## src/rtl/conv_result_collector.sv

```systemverilog
// Collects one convolver output map, requantizes each result to OUT_W bits,
// and replays the buffered map row-major over a valid/ready read port.
module conv_result_collector #(
   parameter int N     = 4,
   parameter int K     = 3,
   parameter int S     = 1,
   parameter int IN_W  = 32,
   parameter int OUT_W = 16,
   parameter int SHIFT = 0
) (
   input  logic                    clk,
   input  logic                    rst,
   input  logic signed [IN_W-1:0]  conv_op,
   input  logic                    valid_conv,
   input  logic                    end_conv,
   input  logic                    rd_ready,
   output logic                    rd_valid,
   output logic signed [OUT_W-1:0] rd_data,
   output logic                    rd_last,
   output logic                    frame_done,
   output logic                    overflow,
   output logic                    short_frame
);

   localparam int M     = (N - K) / S + 1;
   localparam int DEPTH = M * M;
   localparam int CNT_W = $clog2(DEPTH + 1);
   localparam int IDX_W = (DEPTH > 1) ? $clog2(DEPTH) : 1;

   localparam logic signed [IN_W-1:0] MAX_V = {{(IN_W-OUT_W+1){1'b0}}, {(OUT_W-1){1'b1}}};
   localparam logic signed [IN_W-1:0] MIN_V = {{(IN_W-OUT_W+1){1'b1}}, {(OUT_W-1){1'b0}}};

   typedef enum logic {COLLECT, DRAIN} state_t;

   state_t                  state, state_d;
   logic [CNT_W-1:0]        wr_cnt, wr_next, count;
   logic [IDX_W-1:0]        rd_idx;
   logic signed [OUT_W-1:0] mem [DEPTH];
   logic                    capture, close, short_set, ovf_set, advance, finish, last;

   function automatic logic signed [OUT_W-1:0] requant(input logic signed [IN_W-1:0] x);
      logic signed [IN_W-1:0] q;
      q = x >>> SHIFT;
      if (q > MAX_V)
         return {1'b0, {(OUT_W-1){1'b1}}};
      else if (q < MIN_V)
         return {1'b1, {(OUT_W-1){1'b0}}};
      else
         return q[OUT_W-1:0];
   endfunction

   assign last     = (state == DRAIN) && (CNT_W'(rd_idx) == count - CNT_W'(1));
   assign rd_valid = (state == DRAIN);
   assign rd_last  = last;
   assign rd_data  = (state == DRAIN) ? mem[rd_idx] : '0;

   always_comb begin
      state_d   = state;
      capture   = 1'b0;
      close     = 1'b0;
      short_set = 1'b0;
      ovf_set   = 1'b0;
      advance   = 1'b0;
      finish    = 1'b0;
      wr_next   = wr_cnt + CNT_W'(valid_conv);
      case (state)
         COLLECT: begin
            capture = valid_conv;
            // A coincident end_conv closes the frame including this cycle's write.
            if ((wr_next == CNT_W'(DEPTH)) || end_conv) begin
               if (wr_next == '0) begin
                  short_set = 1'b1;
               end else begin
                  state_d   = DRAIN;
                  close     = 1'b1;
                  short_set = (wr_next != CNT_W'(DEPTH));
               end
            end
         end
         DRAIN: begin
            ovf_set = valid_conv;
            if (rd_ready) begin
               if (last) begin
                  state_d = COLLECT;
                  finish  = 1'b1;
               end else begin
                  advance = 1'b1;
               end
            end
         end
         default: state_d = COLLECT;
      endcase
   end

   always_ff @(posedge clk or negedge rst) begin
      if (!rst) begin
         state       <= COLLECT;
         wr_cnt      <= '0;
         count       <= '0;
         rd_idx      <= '0;
         frame_done  <= 1'b0;
         overflow    <= 1'b0;
         short_frame <= 1'b0;
      end else begin
         state      <= state_d;
         frame_done <= finish;
         if (ovf_set)   overflow    <= 1'b1;
         if (short_set) short_frame <= 1'b1;
         if (close)     count       <= wr_next;
         if (finish) begin
            wr_cnt <= '0;
            rd_idx <= '0;
         end else begin
            if (capture) wr_cnt <= wr_next;
            if (advance) rd_idx <= rd_idx + IDX_W'(1);
         end
      end
   end

   // Result storage carries no reset; contents only matter once captured.
   always_ff @(posedge clk) begin
      if (capture)
         mem[wr_cnt[IDX_W-1:0]] <= requant(conv_op);
   end

endmodule

```

## config.mk

```make
export PLATFORM = sky130hd
export DESIGN_NAME = conv_result_collector
export DESIGN_NICKNAME = d
export VERILOG_FILES = /design/src/rtl/conv_result_collector.sv
export SDC_FILE = /design/constraint.sdc
export NUM_CORES = 1
export LEC_CHECK = 0
export CORE_MARGIN = 2
export CORE_UTILIZATION = 52
export CTS_CLUSTER_SIZE = 14
export DETAILED_ROUTE_END_ITERATION = 6
export PLACE_DENSITY = 0.79
export REMOVE_ABC_BUFFERS = 1
export SYNTH_ARGS = -nofsm -noshare
export SYNTH_HDL_FRONTEND = slang
export SYNTH_SLANG_ARGS = --single-unit
```

## constraint.sdc

```tcl
create_clock -name clk -period 2.7 [get_ports clk]
set_input_delay 0.27 -clock clk [delete_from_list [all_inputs] [get_ports clk]]
set_output_delay 0.27 -clock clk [all_outputs]
set_load 0.005 [all_outputs]
```

==> qor.csv, run 1 <==
stage;metric;value;unit
run_status;run_status;finished clean;
flow_run;cap_violations;0;
pwr;swShare;21.6;%
placed_design;dp_hpwl;3900;um
pwr;power_frac_seq;45.5;%
finish;antenna_cells;0;
pwr;p_leak;1.56;nW
synth;synth_area_leaders;edfxtp_1 (59%), mux4_2 (11%), dfrtp_1 (9.2%), and2_1 (3.1%), a21o_1 (2.5%);
finish;drive_gt1_share;20.8;%
routing;wl_per_cell;18.3;um
cts;post_cts_resized;0;
cts;cts_buffer_depth;2;
timing;max-slew-margin-rel;61.3;%
synth;yosys_most_used_dff;edfxtp_1;
worst_setup_path;worstPathRequired;2430;ps
timing;finalWorstSetupSlack;192;ps
placed_design;dp.cells;319;
synth;yosysMostFrequentCell;edfxtp_1;
cts;cts_hold_buffers;0;
synth;syn_inst;187;
routing;drt_iter0_drc;94;
grt;grt_pass1_vias;2043;
cts;post_cts_buffers;0;
timing;slew_viol_final;0;
synth;synth-seq-cells;76;
timing;rsz0062_at_grt;false;
timing;setup_tns;0;ps
timing;whs;286;ps
floorplan;start_util;54.6;%
finish;fillerInstances;394;
worst_setup_path;worstPathArrival;2240;ps
finish;layout.cells.non_filler;335;
placed_design;io_buffers;57;
finish;final-seq-area;0.00222;mm^2
floorplan;die_x;83.3;um
grt;grt_max_degree;23;
worst_setup_path;start_kind;flip-flop;
pwr;p_int;2.22;mW
floorplan;ios;58;
pwr;power_density;673;mW/mm^2
synth;yosysTopAreaCellShare;58.7;%
routing;ant_nets;0;
timing;max_slew.worst_pin.slew;579;ps
cts;cts_buffers;9;
routing;dr.pass1.iters;4;
synth;yosysTopAreaCell;edfxtp_1;
floorplan;num_rows;28;
synth;syn_area_per_cell;17.5;um^2
timing;hold_viol_final;0;
timing;fin_crit_sh;92.9;%
cts;cts.sinks;76;
placed_design;globalplace.congestion;0.756;
routing;drc;0;
cts;cts_tree;done;
grt;grt_first_pass_wirelength;9880;um
cts;ctsRootBufferMaster;clkbuf_8;
cts;path_clk_slew;70;ps
worst_hold_path;hp-class;primary input to async pin;
grt;antenna_found_initial;0;
synth;synth_warnings;0;
timing;max_freq;399;MHz
pwr;clkPwrFrac;35.8;%
synth;ys_seq_area_share;67.9;%
pwr;ir_drop;403;uV
worst_setup_path;crit_fanout;21;
routing;dr_total_vias;1910;
placed_design;pre_cts_ws;475;ps
cts;clk_latency;350;ps
timing;fin_skew;7.54;ps
routing;vias_per_cell;5.70;
worst_setup_path;path_class;flip-flop to output port;
floorplan;coreArea;0.00599;mm^2
finish;area_growth;28.4;%
grt;grt_usage;18.8;%
pwr;p_sw;0.610;mW
pwr;combPwrFrac;18.7;%
synth;syn_area;0.00327;mm^2
synth;synth-async-reset-ratio;15.8;%
synth;synth_edf_count;64;
cts;cts_max_level;3;
synth;synth.distinct_cells;38;
timing;period_needed;2510;ps
floorplan;die_area;0.00694;mm^2
synth;synth_common_cells;edfxtp_1 (64), and2_1 (16), mux4_2 (16);
worst_setup_path;end_kind;output port;
floorplan;die_h;83.3;um
grt;grt_overflow;0;
timing;setup_violations;0;
routing;wl;6150;um
finish;final_nets;295;
finish;multi_input_area;1000;um^2
## cells by family (layout without fill, tap and decap cells)
logic type | count (synthesis) | count (layout) | synth area share (%)
muxes | 21 | 21 | 12.7
DFF | 76 | 76 | 67.9
xor gates and xnor gates | 5 | 5 | 1.34
and+or+nand+nor | 43 | 43 | 8.18
adders and majority gates | 3 | 3 | 1.15
buffers and inverters | 13 | 86 | 1.99
AOI/OAI and AO/OA | 26 | 26 | 6.77
## registers in the layout, indices dropped and copies added (netlist names)
| signal | flops |
|---|---|
| rd_idx | 2 |
| frame_done | 1 |
| count | 3 |
| rd_valid | 1 |
| wr_cnt | 3 |
| short_frame | 1 |
| mem | 64 |
| overflow | 1 |
## layer usage
| metal | track usage, % | up-vias | share of wire, % |
|---|---|---|---|
| met5 | 0 | - | 0 |
| li1 | - | 879 | - |
| met4 | 8.20 | 0 | 2.2 |
| met2 | 30.6 | 66 | 50 |
| met1 | 23.7 | 949 | 42 |
| met3 | 5.57 | 16 | 5.9 |
## worst paths after layout
kind,from,end,slack [ps],cells after the start
worst max register to register,wr_cnt[0],count[1],800,5
worst min-delay path,rst,frame_done,290,1
max in group asynchronous,rst,wr_cnt[0],2030,1
worst max-delay path,rd_idx[0],rd_data[0],190,4
min in group clk,overflow,overflow,460,1
worst min register to register,overflow,overflow,460,1
## metrics by stage
step                      instance area, um^2  power, mW  util (%)
after floorplan                          3220       1.58         -
after global placement                   3970       1.84      66.2
after detailed placement                 3970       1.85      66.2
after CTS                                4200       2.84      70.1
after global routing                     4200       2.92      70.1
final                                    4200       2.83      70.1
## placed cells by master, fill, tap and decap left out, types with 2 or more instances in the layout
master	netlist	layout
nor3b_2	0	2
ha_1	3	3
edfxtp_1	64	64
xor2_1	3	3
o21ai_0	2	2
clkdlybuf4s50_1	0	57
a21o_1	11	11
a21o_2	5	5
bufinv_16	0	3
dfrtp_1	12	12
buf_4	1	9
nand2_1	5	5
clkinv_2	0	2
clkbuf_1	3	2
and2_1	16	16
xnor2_1	2	2
nand4_1	3	3
nor2_1	4	4
mux2i_1	2	2
inv_1	4	4
mux4_2	16	16
clkbuf_8	0	9
mux2_2	3	3
nor4_1	5	5
## critical path: stages (launching register included)
cell,delay (ps)
dfrtp_1,330
buf_4,360
mux4_2,560
and2_1,190
clkdlybuf4s50_1,450
## power by group through the flow
| stage | clock [mW] | combinational, mW | sequential (mW) |
|---|---|---|---|
| 2_1_floorplan | 0 | 0.224 | 1.36 |
| 3_3_place_gp | 0 | 0.524 | 1.31 |
| 3_5_place_dp | 0 | 0.533 | 1.31 |
| 4_1_cts | 1.02 | 0.537 | 1.29 |
| 5_1_grt | 1.06 | 0.574 | 1.29 |
| 6_report | 1.01 | 0.528 | 1.29 |
## final cells by class
cell class	count	share of cell area, %
clock buffer	11	3.13
inverter	4	0.357
sequential	76	52.9
multi-input combinational	98	23.8
clock inverter	5	2.38
tap	75	2.23
timing repair buffer	66	15.2
Note: power is estimated with default switching activity, not from simulation.
==> inputs of run 2 (changes only) <==
--- a/config.mk
+++ b/config.mk
@@ -6,10 +6,11 @@
 export NUM_CORES = 1
 export LEC_CHECK = 0
 export CORE_MARGIN = 2
-export CORE_UTILIZATION = 52
+export CORE_UTILIZATION = 50
 export CTS_CLUSTER_SIZE = 14
 export DETAILED_ROUTE_END_ITERATION = 6
-export PLACE_DENSITY = 0.79
+export MAX_ROUTING_LAYER = met4
+export PLACE_DENSITY = 0.76
 export REMOVE_ABC_BUFFERS = 1
 export SYNTH_ARGS = -nofsm -noshare
 export SYNTH_HDL_FRONTEND = slang
==> run 2 against run 1 <==
  * Power is 0.73% higher
  * Setup slack improved by 130 ps
  * Clock power hardly changed
  * Clock-buffer cell count is 2 lower
  * Via count shrank 0.73%
  * Combinational power is 0.9% higher
  * Design area is 0.54% higher
  * Final cell count is 0.60% higher
  * First-iteration DRC count increased by 17%
  * Largest power group unchanged
  * Highest routed layer unchanged
==> qor.csv, run 2 (synthesized netlist as in run 1, its figures left out) <==
stage;metric;value;unit;change
routing;vias_per_cell;5.63;;-1.3%
cts;post_cts_buffers;0;;unchanged
worst_setup_path;critPathMaxStageDelay;540;ps;-20 ps
floorplan;coreArea;0.00635;mm^2;+6.0%
cts;ctsRootBufferMaster;clkbuf_8;;
finish;layout_commonest_cell;edfxtp_1;;
placed_design;dp.cells;321;;+0.63%
worst_setup_path;end_kind;output port;;
pwr;p_leak;1.56;nW;+0.15%
worst_setup_path;critical_path.cell_chain;inv_1, ha_1, xnor2_1, nor4_1, clkdlybuf4s50_1;;
worst_hold_path;hp-class;primary input to async pin;;
pwr;swShare;22.0;%;+0.41 points
finish;final_area;0.00422;mm^2;+0.54%
timing;hold_viol_final;0;;unchanged
cts;cts_buffer_depth;2;;unchanged
flow_run;cap_violations;0;;unchanged
floorplan;die_h;84.9;um;+1.9%
floorplan;num_rows;29;;+3.6%
grt;grt_usage;19.0;%;+0.12 points
pwr;p_sw;0.626;mW;+2.6%
floorplan;die_area;0.00721;mm^2;+3.8%
timing;fin_skew;7.80;ps;+0.269 ps
routing;drc;0;;unchanged
placed_design;io_buffers;57;;unchanged
routing;ant_nets;0;;unchanged
finish;area_growth;29.1;%;
worst_setup_path;worstPathRequired;2430;ps;about the same
routing;dr_total_vias;1896;;-0.73%
floorplan;ios;58;;unchanged
placed_design;dpl-instance-area;0.00398;mm^2;+0.38%
pwr;clkPwrFrac;35.9;%;about the same
grt;grt_overflow;0;;unchanged
pwr;p_int;2.22;mW;+0.21%
worst_setup_path;cp_top_family;buffers and inverters;;
grt;grt_pass1_vias;1942;;-4.9%
finish;layout_common_cells;edfxtp_1 (64), clkdlybuf4s50_1 (57), mux4_2 (16), and2_1 (16), dfrtp_1 (12);;
grt;grt_max_degree;22;;-4.3%
timing;slew_viol_final;0;;unchanged
timing;setup_violations;0;;unchanged
cts;cts.sinks;76;;unchanged
pwr;power_density;675;mW/mm^2;+0.20%
floorplan;start_util;51.5;%;-3.1 points
pwr;ir_drop;386;uV;-4.2%
finish;drive_gt1_share;21.5;%;+0.77 points
timing;setup_tns;0;ps;unchanged
routing;wl_per_cell;18.3;um;-0.40%
finish;antenna_cells;0;;unchanged
cts;path_clk_slew;80;ps;about the same
finish;final_nets;295;;unchanged
pwr;combPwrFrac;18.7;%;about the same
cts;cts_buffers;9;;unchanged
timing;period_needed;2380;ps;-129 ps
run_status;run_status;finished clean;;
placed_design;globalplace.congestion;0.767;;+1.5%
timing;whs;269;ps;-16.8 ps
routing;drt_iter0_drc;110;;+17%
worst_setup_path;critPathSlowestCell;clkdlybuf4s50_1;;
timing;max_slew.worst_pin.slew;535;ps;-43.7 ps
finish;largest_reg_flops;64;;unchanged
cts;cts_max_level;3;;unchanged
timing;fin_crit_sh;88.1;%;-4.8 points
grt;antenna_found_initial;0;;unchanged
floorplan;die_x;84.9;um;+1.9%
cts;clk_latency;340;ps;about the same
grt;grt_first_pass_wirelength;9810;um;-0.70%
pwr;total_power;2.85;mW;+0.73%
timing;rsz0062_at_grt;false;;
worst_setup_path;path_class;flip-flop to output port;;
worst_setup_path;worstPathArrival;2110;ps;-130 ps
cts;cts_tree;done;;
cts;cts_hold_buffers;0;;unchanged
finish;layout.cells.non_filler;337;;+0.60%
worst_setup_path;crit_fanout;4;;-81%
routing;dr.pass1.iters;4;;unchanged
pwr;power_frac_seq;45.3;%;-0.2 points
timing;max_freq;420;MHz;+5.4%
timing;max-slew-margin-rel;64.1;%;+2.7 points
worst_setup_path;start_kind;flip-flop;;
placed_design;dp_hpwl;3900;um;about the same
cts;post_cts_resized;0;;unchanged
worst_setup_path;path_buf_inv;2;;unchanged
routing;wl;6160;um;+0.20%
-- run 2: through the flow --
stage	worst slack, ps	utilization [%]
floorplan	216	-
global placement	533	62.7
detailed placement	495	62.7
CTS	291	66.5
global route	138	66.5
finish	321	66.5
-- run 2: worst paths after layout --
path / startpoint / endpoint / slack (ps) / cells after the start
worst max-delay path: count[0] / rd_last / 320 / 5
worst min-delay path: rst / overflow / 270 / 1
worst max register to register: wr_cnt[0] / count[0] / 830 / 5
worst min register to register: overflow / overflow / 460 / 1
max in group asynchronous: rst / rd_idx[1] / 2070 / 1
min in group clk: overflow / overflow / 460 / 1
-- run 2: worst register-to-register path: cells and delay by family (launching register included) --
family | cells | cell delay, ps
muxes | 1 | 350
AOI/OAI and AO/OA | 2 | 420
DFF | 1 | 450
adders and majority gates | 2 | 550
-- run 2: final cells by class --
cell class              instances  area [um^2]
fillers                       436         2130
clock inverters                 7          115
well taps                      77         96.3
repair buffers                 66          651
flip-flops and latches         76         2220
clock buffers                   9          124
multi-input cells              98         1000
inverters                       4         15.0
-- run 2: power by group through the flow --
| stage | sequential [mW] | clock (mW) | combinational (mW) |
|---|---|---|---|
| floorplan | 1.36 | 0 | 0.224 |
| global placement | 1.32 | 0 | 0.533 |
| detailed placement | 1.32 | 0 | 0.539 |
| CTS | 1.29 | 1.04 | 0.544 |
| global route | 1.29 | 1.08 | 0.578 |
| finish | 1.29 | 1.02 | 0.533 |
-- run 2: per-layer routing --
metal	part of all wire, %	GRT usage (%)
met4	1.7	7.79
met3	4.1	3.99
met1	45	25.5
met2	49	28.7
met5	0	-
==> inputs of run 3 (changes only) <==
--- a/config.mk
+++ b/config.mk
@@ -12,6 +12,8 @@
 export MAX_ROUTING_LAYER = met4
 export PLACE_DENSITY = 0.76
 export REMOVE_ABC_BUFFERS = 1
+export SKIP_CTS_REPAIR_TIMING = 1
+export SLEW_MARGIN = 10
 export SYNTH_ARGS = -nofsm -noshare
 export SYNTH_HDL_FRONTEND = slang
 export SYNTH_SLANG_ARGS = --single-unit
==> results of run 3 <==
No change in the layout: final DEF, timing and power equal those of run 2.
